**config.mk**
```make
export PLATFORM = sky130hd
export DESIGN_NAME = mfp_ahb_arbiter
export DESIGN_NICKNAME = d
export VERILOG_FILES = /design/src/rtl/mfp_ahb_arbiter.sv
export SDC_FILE = /design/constraint.sdc
export NUM_CORES = 1
export LEC_CHECK = 0
export ABC_AREA = 1
export ABC_CLOCK_PERIOD_IN_PS = 2400
export CELL_PAD_IN_SITES_DETAIL_PLACEMENT = 0
export CELL_PAD_IN_SITES_GLOBAL_PLACEMENT = 2
export CORE_UTILIZATION = 10
export CTS_CLUSTER_DIAMETER = 120
export CTS_CLUSTER_SIZE = 16
export DETAILED_ROUTE_END_ITERATION = 8
export PLACE_DENSITY = 0.95
export SLEW_MARGIN = 10
export SYNTH_ARGS = -nofsm -noshare
export SYNTH_HDL_FRONTEND = slang
export SYNTH_SLANG_ARGS = --single-unit
export TNS_END_PERCENT = 1
```
**constraint.sdc**
```tcl
create_clock -name clk_in -period 2.4 [get_ports clk_in]
set_input_delay 0.48 -clock clk_in [delete_from_list [all_inputs] [get_ports clk_in]]
set_output_delay 0.48 -clock clk_in [all_outputs]
set_load 0.005 [all_outputs]
```
**src/rtl/mfp_ahb_arbiter.sv**
```systemverilog
// mfp_ahb_arbiter
//
// Two-master AHB-Lite arbiter. It shares one slave path between the MIPS core
// (master 0) and a secondary bus master (master 1).
//
// The address-phase owner and the data-phase owner are tracked separately, so
// a handover is pipelined: the outgoing master's data phase runs in the same
// cycle as the incoming master's address phase.
//
// Arbitration is round-robin. A burst cap forces re-arbitration when the other
// master is waiting.
//
// Ports:
//   clk_in    - system clock, rising edge
//   reset     - asynchronous, active-high reset
//   m_req     - per-master bus request (bit i = master i)
//   m_haddr   - {m1, m0} addresses
//   m_hwdata  - {m1, m0} write data
//   m_hwrite  - per-master HWRITE
//   m_hsize   - {m1, m0} HSIZE
//   m_htrans  - {m1, m0} HTRANS
//   m_grant   - one-hot address-phase ownership
//   m_hready  - per-master HREADY (0 stalls a master that owns neither phase)
//   m_hrdata  - read data, broadcast to both masters
//   s_*       - muxed slave-path address/control/write data, and the
//               slave-path HREADY/HRDATA inputs
module mfp_ahb_arbiter #(
    parameter int MAX_BURST      = 16,
    parameter int DEFAULT_MASTER = 0
) (
    input  logic        clk_in,
    input  logic        reset,
    input  logic [1:0]  m_req,
    input  logic [63:0] m_haddr,
    input  logic [63:0] m_hwdata,
    input  logic [1:0]  m_hwrite,
    input  logic [5:0]  m_hsize,
    input  logic [3:0]  m_htrans,
    output logic [1:0]  m_grant,
    output logic [1:0]  m_hready,
    output logic [31:0] m_hrdata,
    output logic [31:0] s_haddr,
    output logic [31:0] s_hwdata,
    output logic        s_hwrite,
    output logic [2:0]  s_hsize,
    output logic [1:0]  s_htrans,
    input  logic        s_hready,
    input  logic [31:0] s_hrdata
);

    localparam logic       DEF_M     = (DEFAULT_MASTER != 0);
    localparam logic [8:0] CAP_LIMIT = 9'(MAX_BURST);
    localparam logic [1:0] HT_IDLE   = 2'b00;
    localparam logic [1:0] HT_SEQ    = 2'b11;

    logic       addr_owner_q, addr_owner_d;
    logic       data_owner_q, data_owner_d;
    logic       data_valid_q, data_valid_d;
    logic       last_grant_q, last_grant_d;
    logic [7:0] burst_cnt_q,  burst_cnt_d;

    logic [1:0] own_htrans;
    logic       own_req;
    logic       oth_req;
    logic       own_idle;
    logic       own_seq;
    logic       accepted;
    logic       cap_hit;
    logic       next_owner;
    logic       switch_owner;
    logic [8:0] beat_total;

    // Address/control path follows the address-phase owner.
    always_comb begin
        if (addr_owner_q) begin
            s_haddr    = m_haddr[63:32];
            s_hwrite   = m_hwrite[1];
            s_hsize    = m_hsize[5:3];
            own_htrans = m_htrans[3:2];
        end else begin
            s_haddr    = m_haddr[31:0];
            s_hwrite   = m_hwrite[0];
            s_hsize    = m_hsize[2:0];
            own_htrans = m_htrans[1:0];
        end
        // Reset kills any in-flight transfer at once, without waiting for an edge.
        s_htrans = reset ? HT_IDLE : own_htrans;
    end

    // Write data follows the data-phase owner and is zero when no data phase is open.
    always_comb begin
        if (!data_valid_q) begin
            s_hwdata = '0;
        end else if (data_owner_q) begin
            s_hwdata = m_hwdata[63:32];
        end else begin
            s_hwdata = m_hwdata[31:0];
        end
    end

    assign m_hrdata = s_hrdata;
    assign m_grant  = addr_owner_q ? 2'b10 : 2'b01;

    // A master gets HREADY if it owns the address phase or the open data phase.
    always_comb begin
        m_hready[0] = s_hready && !reset &&
                      (!addr_owner_q || (data_valid_q && !data_owner_q));
        m_hready[1] = s_hready && !reset &&
                      (addr_owner_q || (data_valid_q && data_owner_q));
    end

    // Arbitration and next-state logic.
    always_comb begin
        own_req    = m_req[addr_owner_q];
        oth_req    = m_req[~addr_owner_q];
        own_idle   = (own_htrans == HT_IDLE);
        own_seq    = (own_htrans == HT_SEQ);
        accepted   = s_hready && s_htrans[1];
        // The beat accepted on this edge counts toward the cap.
        beat_total = {1'b0, burst_cnt_q} + {8'd0, accepted};
        cap_hit    = (beat_total >= CAP_LIMIT);

        next_owner = addr_owner_q;
        if (own_req && oth_req) begin
            // An idle owner hands over round-robin. A busy owner hands over only at the cap.
            if (own_idle) begin
                next_owner = ~last_grant_q;
            end else if (cap_hit) begin
                next_owner = ~addr_owner_q;
            end
        end else if (oth_req) begin
            next_owner = ~addr_owner_q;
        end else if (!own_req) begin
            next_owner = DEF_M;
        end
        // A SEQ beat is never cut off unless the burst cap forces it.
        if (own_seq && !cap_hit) begin
            next_owner = addr_owner_q;
        end
        // Ownership is frozen across slave wait states.
        if (!s_hready) begin
            next_owner = addr_owner_q;
        end

        switch_owner = (next_owner != addr_owner_q);
        addr_owner_d = next_owner;
        last_grant_d = switch_owner ? next_owner : last_grant_q;

        if (switch_owner) begin
            burst_cnt_d = 8'd0;
        end else if (accepted && (burst_cnt_q != 8'hFF)) begin
            burst_cnt_d = burst_cnt_q + 8'd1;
        end else begin
            burst_cnt_d = burst_cnt_q;
        end

        data_owner_d = accepted ? addr_owner_q : data_owner_q;
        if (accepted) begin
            data_valid_d = 1'b1;
        end else if (s_hready) begin
            data_valid_d = 1'b0;
        end else begin
            data_valid_d = data_valid_q;
        end
    end

    always_ff @(posedge clk_in or posedge reset) begin
        if (reset) begin
            addr_owner_q <= DEF_M;
            data_owner_q <= DEF_M;
            data_valid_q <= 1'b0;
            last_grant_q <= DEF_M;
            burst_cnt_q  <= 8'd0;
        end else begin
            addr_owner_q <= addr_owner_d;
            data_owner_q <= data_owner_d;
            data_valid_q <= data_valid_d;
            last_grant_q <= last_grant_d;
            burst_cnt_q  <= burst_cnt_d;
        end
    end

endmodule

```
# == Word-level counts from Yosys, hierarchy flattened ==
# Cells that the tools add are included.
# classes
addsub,2
order_cmp,3
n_eq_ne,3
mux,23
bitwise_logic,2
reduce_logical,18
# ops
op,count
$mux W32,3
$mux W8,2
$mux W1,14
$add A8 B1 Y9,1
$ge A9 B5 Y1 const B,1
$logic_and A1 B1 Y1,9
$add A8 B1 Y8 const B,1
$ne A8 B8 Y1 const B,1
$mux W2,3
$logic_not A1 Y1,4
$lt A1 B2 Y1 const B,2
$reduce_bool A2 Y1,2
$mux W3,1
$eq A2 B2 Y1 const B,1
$logic_not A2 Y1,1
$logic_or A1 B1 Y1,2
$not A1 Y1,2
$ne A1 B1 Y1,1
# totals
regBits,12
in_bits,177
out_inout_bits,106
word_cells,56

# == Logic depth before layout (Yosys ltp) ==
# depth
depth_word,12
mapped_depth,19
mapped_depth_nobuf,19

# == Worst setup path after synthesis ==
# OpenSTA, ideal clock, no wires.
# synth_timing
kind,input to register
startpoint,input reset
endpoint,register burst_cnt_q[0]
arrival_time_ns,2.482
setup_slack_ns,-0.203
cell_stages,16
cell_sequence,inv_1 nand2_1 nor2_2 ha_1 ha_1 nand3_1 o21ai_2 nand2_1 nor2_2 nand3_1 nand2_2 nor2_4 nand2_2 nand3_4 nand2_4 nor3_2
# synth_via
elab_chain_cells,11
# synth_lines
element,line_no,text
from (decl),32,"input logic reset,"
$mux W2 (*),87,s_htrans = reset ? HT_IDLE : own_htrans;
$logic_and A1 B1 Y1 (*),118,accepted = s_hready && s_htrans[1];
net accepted,67,logic accepted;
$add A8 B1 Y9,120,"beat_total = {1'b0, burst_cnt_q} + {8'd0, accepted};"
$ge A9 B5 Y1,121,cap_hit = (beat_total >= CAP_LIMIT);
$mux W1,128,end else if (cap_hit) begin
$mux W1,126,if (own_idle) begin
$mux W1,124,if (own_req && oth_req) begin
$mux W1,137,if (own_seq && !cap_hit) begin
$mux W1,141,if (!s_hready) begin
$ne A1 B1 Y1,145,switch_owner = (next_owner != addr_owner_q);
$mux W8 / $reduce_bool A2 Y1 (equally long branches),-,
to (signal assigned),179,burst_cnt_q <= burst_cnt_d;
to (decl),60,"logic [7:0] burst_cnt_q, burst_cnt_d;"
# The timed path passes the listed nets; every way through them passes the cells marked *.
# A chain may end at the register's enable or synchronous reset.

# == Final worst setup path ==
# layout_timing
startpoint,input s_hready
endpoint,register burst_cnt_q[0]
# layout_via
elab_chain_cells,10
# layout_lines
element,line_no,text
from (decl),47,"input logic s_hready,"
$logic_and A1 B1 Y1 (*),118,
net accepted,67,
$add A8 B1 Y9,120,
$ge A9 B5 Y1,121,
$mux W1,128,
$mux W1,126,
$mux W1,124,
$mux W1,137,
$mux W1,141,
$ne A1 B1 Y1,145,
$mux W8 / $reduce_bool A2 Y1 (equally long branches),-,
# Marked as above.

==> metrics.md <==
| Metric | Value |
|---|---|
| Worst setup path start | `s_hready` |
| Number of synthesized flops with an enable pin | `0` |
| Initial antenna violation count | `0` |
| Number of setup buffers added after CTS | `0` |
| Syn avg cell area | `5.49 um^2` |
| Root Driver | `clkbuf_16` |
| Max-slew violation count | `0` |
| Crit path DAT | `2.48 ns` |
| Final worst setup slack | `0.0471 ns` |
| Worst slack at placement | `-0.497 ns` |
| Outcome | `completed` |
| CTS HTree Levels | `1` |
| Hold Crit Class | `in -> async` |
| Final Wtd Congestion | `0.784` |
| Largest net degree at the start of global routing | `34` |
| Period utilisation layout | `between 90% and 100%` |
| Worst r2r src | `addr_owner_q$_DFF_PP0_` |
| Most common cell in the netlist | `nand2_1` |
| # IOs | `283` |
| Hold Violations, Final | `0` |
| Site Rows | `52` |
| Worst-path fanout max | `6` |
| Syn Nets | `565` |
| CTS sink cnt | `12` |
| Sequential share of the synthesized area | `around 14%` |
| Startpoint Class | `input port` |
| Total Power | `2.33 mW` |
| Area leader, netlist | `nand2_1` |
| Fin nets | `between 700 and 800` |
| DRC viols | `0` |
| Port buffer count | `218` |
| DRT Pass-1 Iters | `4` |
| CP endpoint | `burst_cnt_q[0]$_DFFE_PP0P_` |
| Synth Instances | `385` |
| Die Y | `147 um` |
| Worst vdd ir | `0.190 mV` |
| CORE AREA | `20500 um^2` |
| Final HPWL DP | `7.79 mm` |
| P_leak | `about 2 nW` |
| Number of max-cap violations | `0` |
| Synth top area share | `between 30% and 40%` |
| GRT Residual Overflow | `0` |
| Layout cells sized above 1 | `roughly 11%` |
| Max Fclk | `around 0.43 GHz` |
| Power per cell area | `approximately 500 nW/um^2` |
| Top FF cell, synth | `dfrtp_1` |
| Measured slew at the worst slew-check pin | `0.339 ns` |
| Post-synth top cells | `203 x nand2_1, 35 x buf_4, 34 x a21oi_1, 16 x clkbuf_1, 16 x inv_1` |
| Via density | `3.48` |
| DIE AREA | `between 20000 and 25000 um^2` |
| Worst Reg2Reg Path Length in Cells | `15` |
| Synth warn | `0` |
| Overall routing resource usage | `8.38%` |
| Final min period | `roughly 2.4 ns` |
| Area Growth Syn to Fin | `120%` |
| Vias in the first global route | `2859` |
| Clk Latency, worst-skew pair | `0.25 ns` |
| Final setup fails | `0` |
| Synthesized area | `2110 um^2` |
| Worst endpoint required time | `2.52 ns` |
| Fillers | `2293` |
| RSZ-0062 raised after global routing | `true` |
| Clk buf depth | `2` |
| Final setup skew | `0.00783 ns` |
| Max-slew headroom | `77.4%` |
| Total CTS buffers | `3` |
| Ant diodes | `0` |
| CP endpoint kind | `register` |
| WL per Instance | `11.4 um` |
| Clock slew at reported path FFs | `0.05 ns` |
| CTS tree | `yes` |
| Synthesized flop and latch total | `12` |
| FF/Latch Area | `302 um^2` |
| DRT antenna net count | `0` |
| Drt initial violations | `101` |
| Initial core utilization | `10.3%` |
| Multi-input logic area | `1480 um^2` |
| Vias | `slightly below 3000` |
| FFs w/ async S/R, synth | `100%` |
| Top cells by area, synth | `nand2_1 36%, dfrtp_1 14%, buf_4 12%, a21oi_1 8.1%, nor2_2 3.0%` |
| Hold slack | `0.369 ns` |
| Detailed-route wire length | `9.61 mm` |
| R2R setup slack | `0.05 ns` |
| Reg2reg end | `burst_cnt_q[0]$_DFFE_PP0P_` |
| Synth cell types | `32` |
| Crit Path Class | `in -> reg` |
| Die width | `147 um` |
| First-pass GRT wire length | `14.5 mm` |
stage by stage:
step | TNS, ns | cell area (um^2) | util (%) | std cells
6_report | 0 | 4640 | 22.6 | 845
5_1_grt | -0.989 | 4640 | 22.6 | 845
4_1_cts | -0.0587 | 4560 | 22.3 | 845
3_5_place_dp | -4.83 | 4470 | 21.8 | 841
3_3_place_gp | -4.35 | 4470 | 21.8 | 841
2_1_floorplan | 0 | 2120 | - | 385
placed cells by master, fill, tap and decap left out, types with 3 or more instances in the layout:
cell type,Yosys,routed
nand3_2,3,3
nor2_4,2,3
xor2_1,5,5
nand3_1,6,5
buf_6,0,7
clkbuf_16,0,3
nand2_1,203,202
nor2_2,10,10
o21ai_0,3,3
nor2_1,7,6
inv_1,16,14
nand4_1,5,5
nand2_2,5,6
a21oi_1,34,34
buf_4,35,15
clkdlybuf4s50_1,0,213
dfrtp_1,12,11
critical path, cell delays in order:
cell             delay, ns
clkdlybuf4s15_1       0.27
nand2_1               0.11
nor2_2                0.14
ha_2                  0.23
ha_4                  0.14
nand3_2               0.10
o21ai_2               0.18
nand2_1               0.07
nor2_2                0.10
nand3_1               0.10
nand3_2               0.09
nand2_2               0.08
nand2_2               0.09
nand3_4               0.12
nand2_8               0.13
nor3_4                0.04
state kept, by name, indices dropped and copies added (netlist names):
signal        flops
burst_cnt_q       8
addr_owner_q      1
data_owner_q      1
data_valid_q      1
last_grant_q      1
timing repair:
action                     CTS  global route
pin swaps                    4             1
resized for setup           13            16
hold buffers                 0             0
setup endpoints to repair   69            22
where the power goes:
group	leakage (nW)	switching, mW	internal (mW)
clock network	0.0382	0.0969	0.224
logic	1.78	0.775	0.931
registers	0.159	0.0539	0.245
total	1.98	0.926	1.40
metal layers:
layer / part of all wire, % / vias up / global-route usage [%]
met3: 8.2 / 25 / 2.27
met1: 42 / 1263 / 9.79
met5: 0 / - / 0
li1: - / 1540 / -
met2: 48 / 116 / 14.8
met4: 2.0 / 0 / 2.63
how the worst min path moves through the flow:
stage	cells after the start	endpoint	start	slack, ns
finish	3	data_owner_q$_DFFE_PP0P_	reset	0.37
global route	3	data_valid_q$_DFFE_PP0P_	reset	0.40
floorplan	1	addr_owner_q$_DFF_PP0_	reset	0.29
global placement	2	last_grant_q$_DFFE_PP0P_	last_grant_q$_DFFE_PP0P_	0.46
CTS	3	data_valid_q$_DFFE_PP0P_	reset	0.37
detailed placement	2	last_grant_q$_DFFE_PP0P_	last_grant_q$_DFFE_PP0P_	0.47
layout make-up:
cell class              count  area share [%]
multi-input cells         301            31.8
flip-flops and latches     12            6.50
inverters                  19            1.75
well taps                 270            7.29
repair buffers            239            50.9
clock buffers               4            1.70
kinds of logic (layout without fill, tap and decap cells):
| kind of cell | count (synthesis) | after routing | synth area share (%) |
|---|---|---|---|
| compound gates | 42 | 42 | 10.5 |
| xor+xnor | 6 | 6 | 2.49 |
| fa+ha+maj | 3 | 3 | 1.78 |
| buf+inv | 72 | 262 | 19.0 |
| flops | 12 | 12 | 14.2 |
| mux | 2 | 2 | 1.54 |
| simple gates | 248 | 248 | 50.4 |
Power figures use the tool's default switching activity.
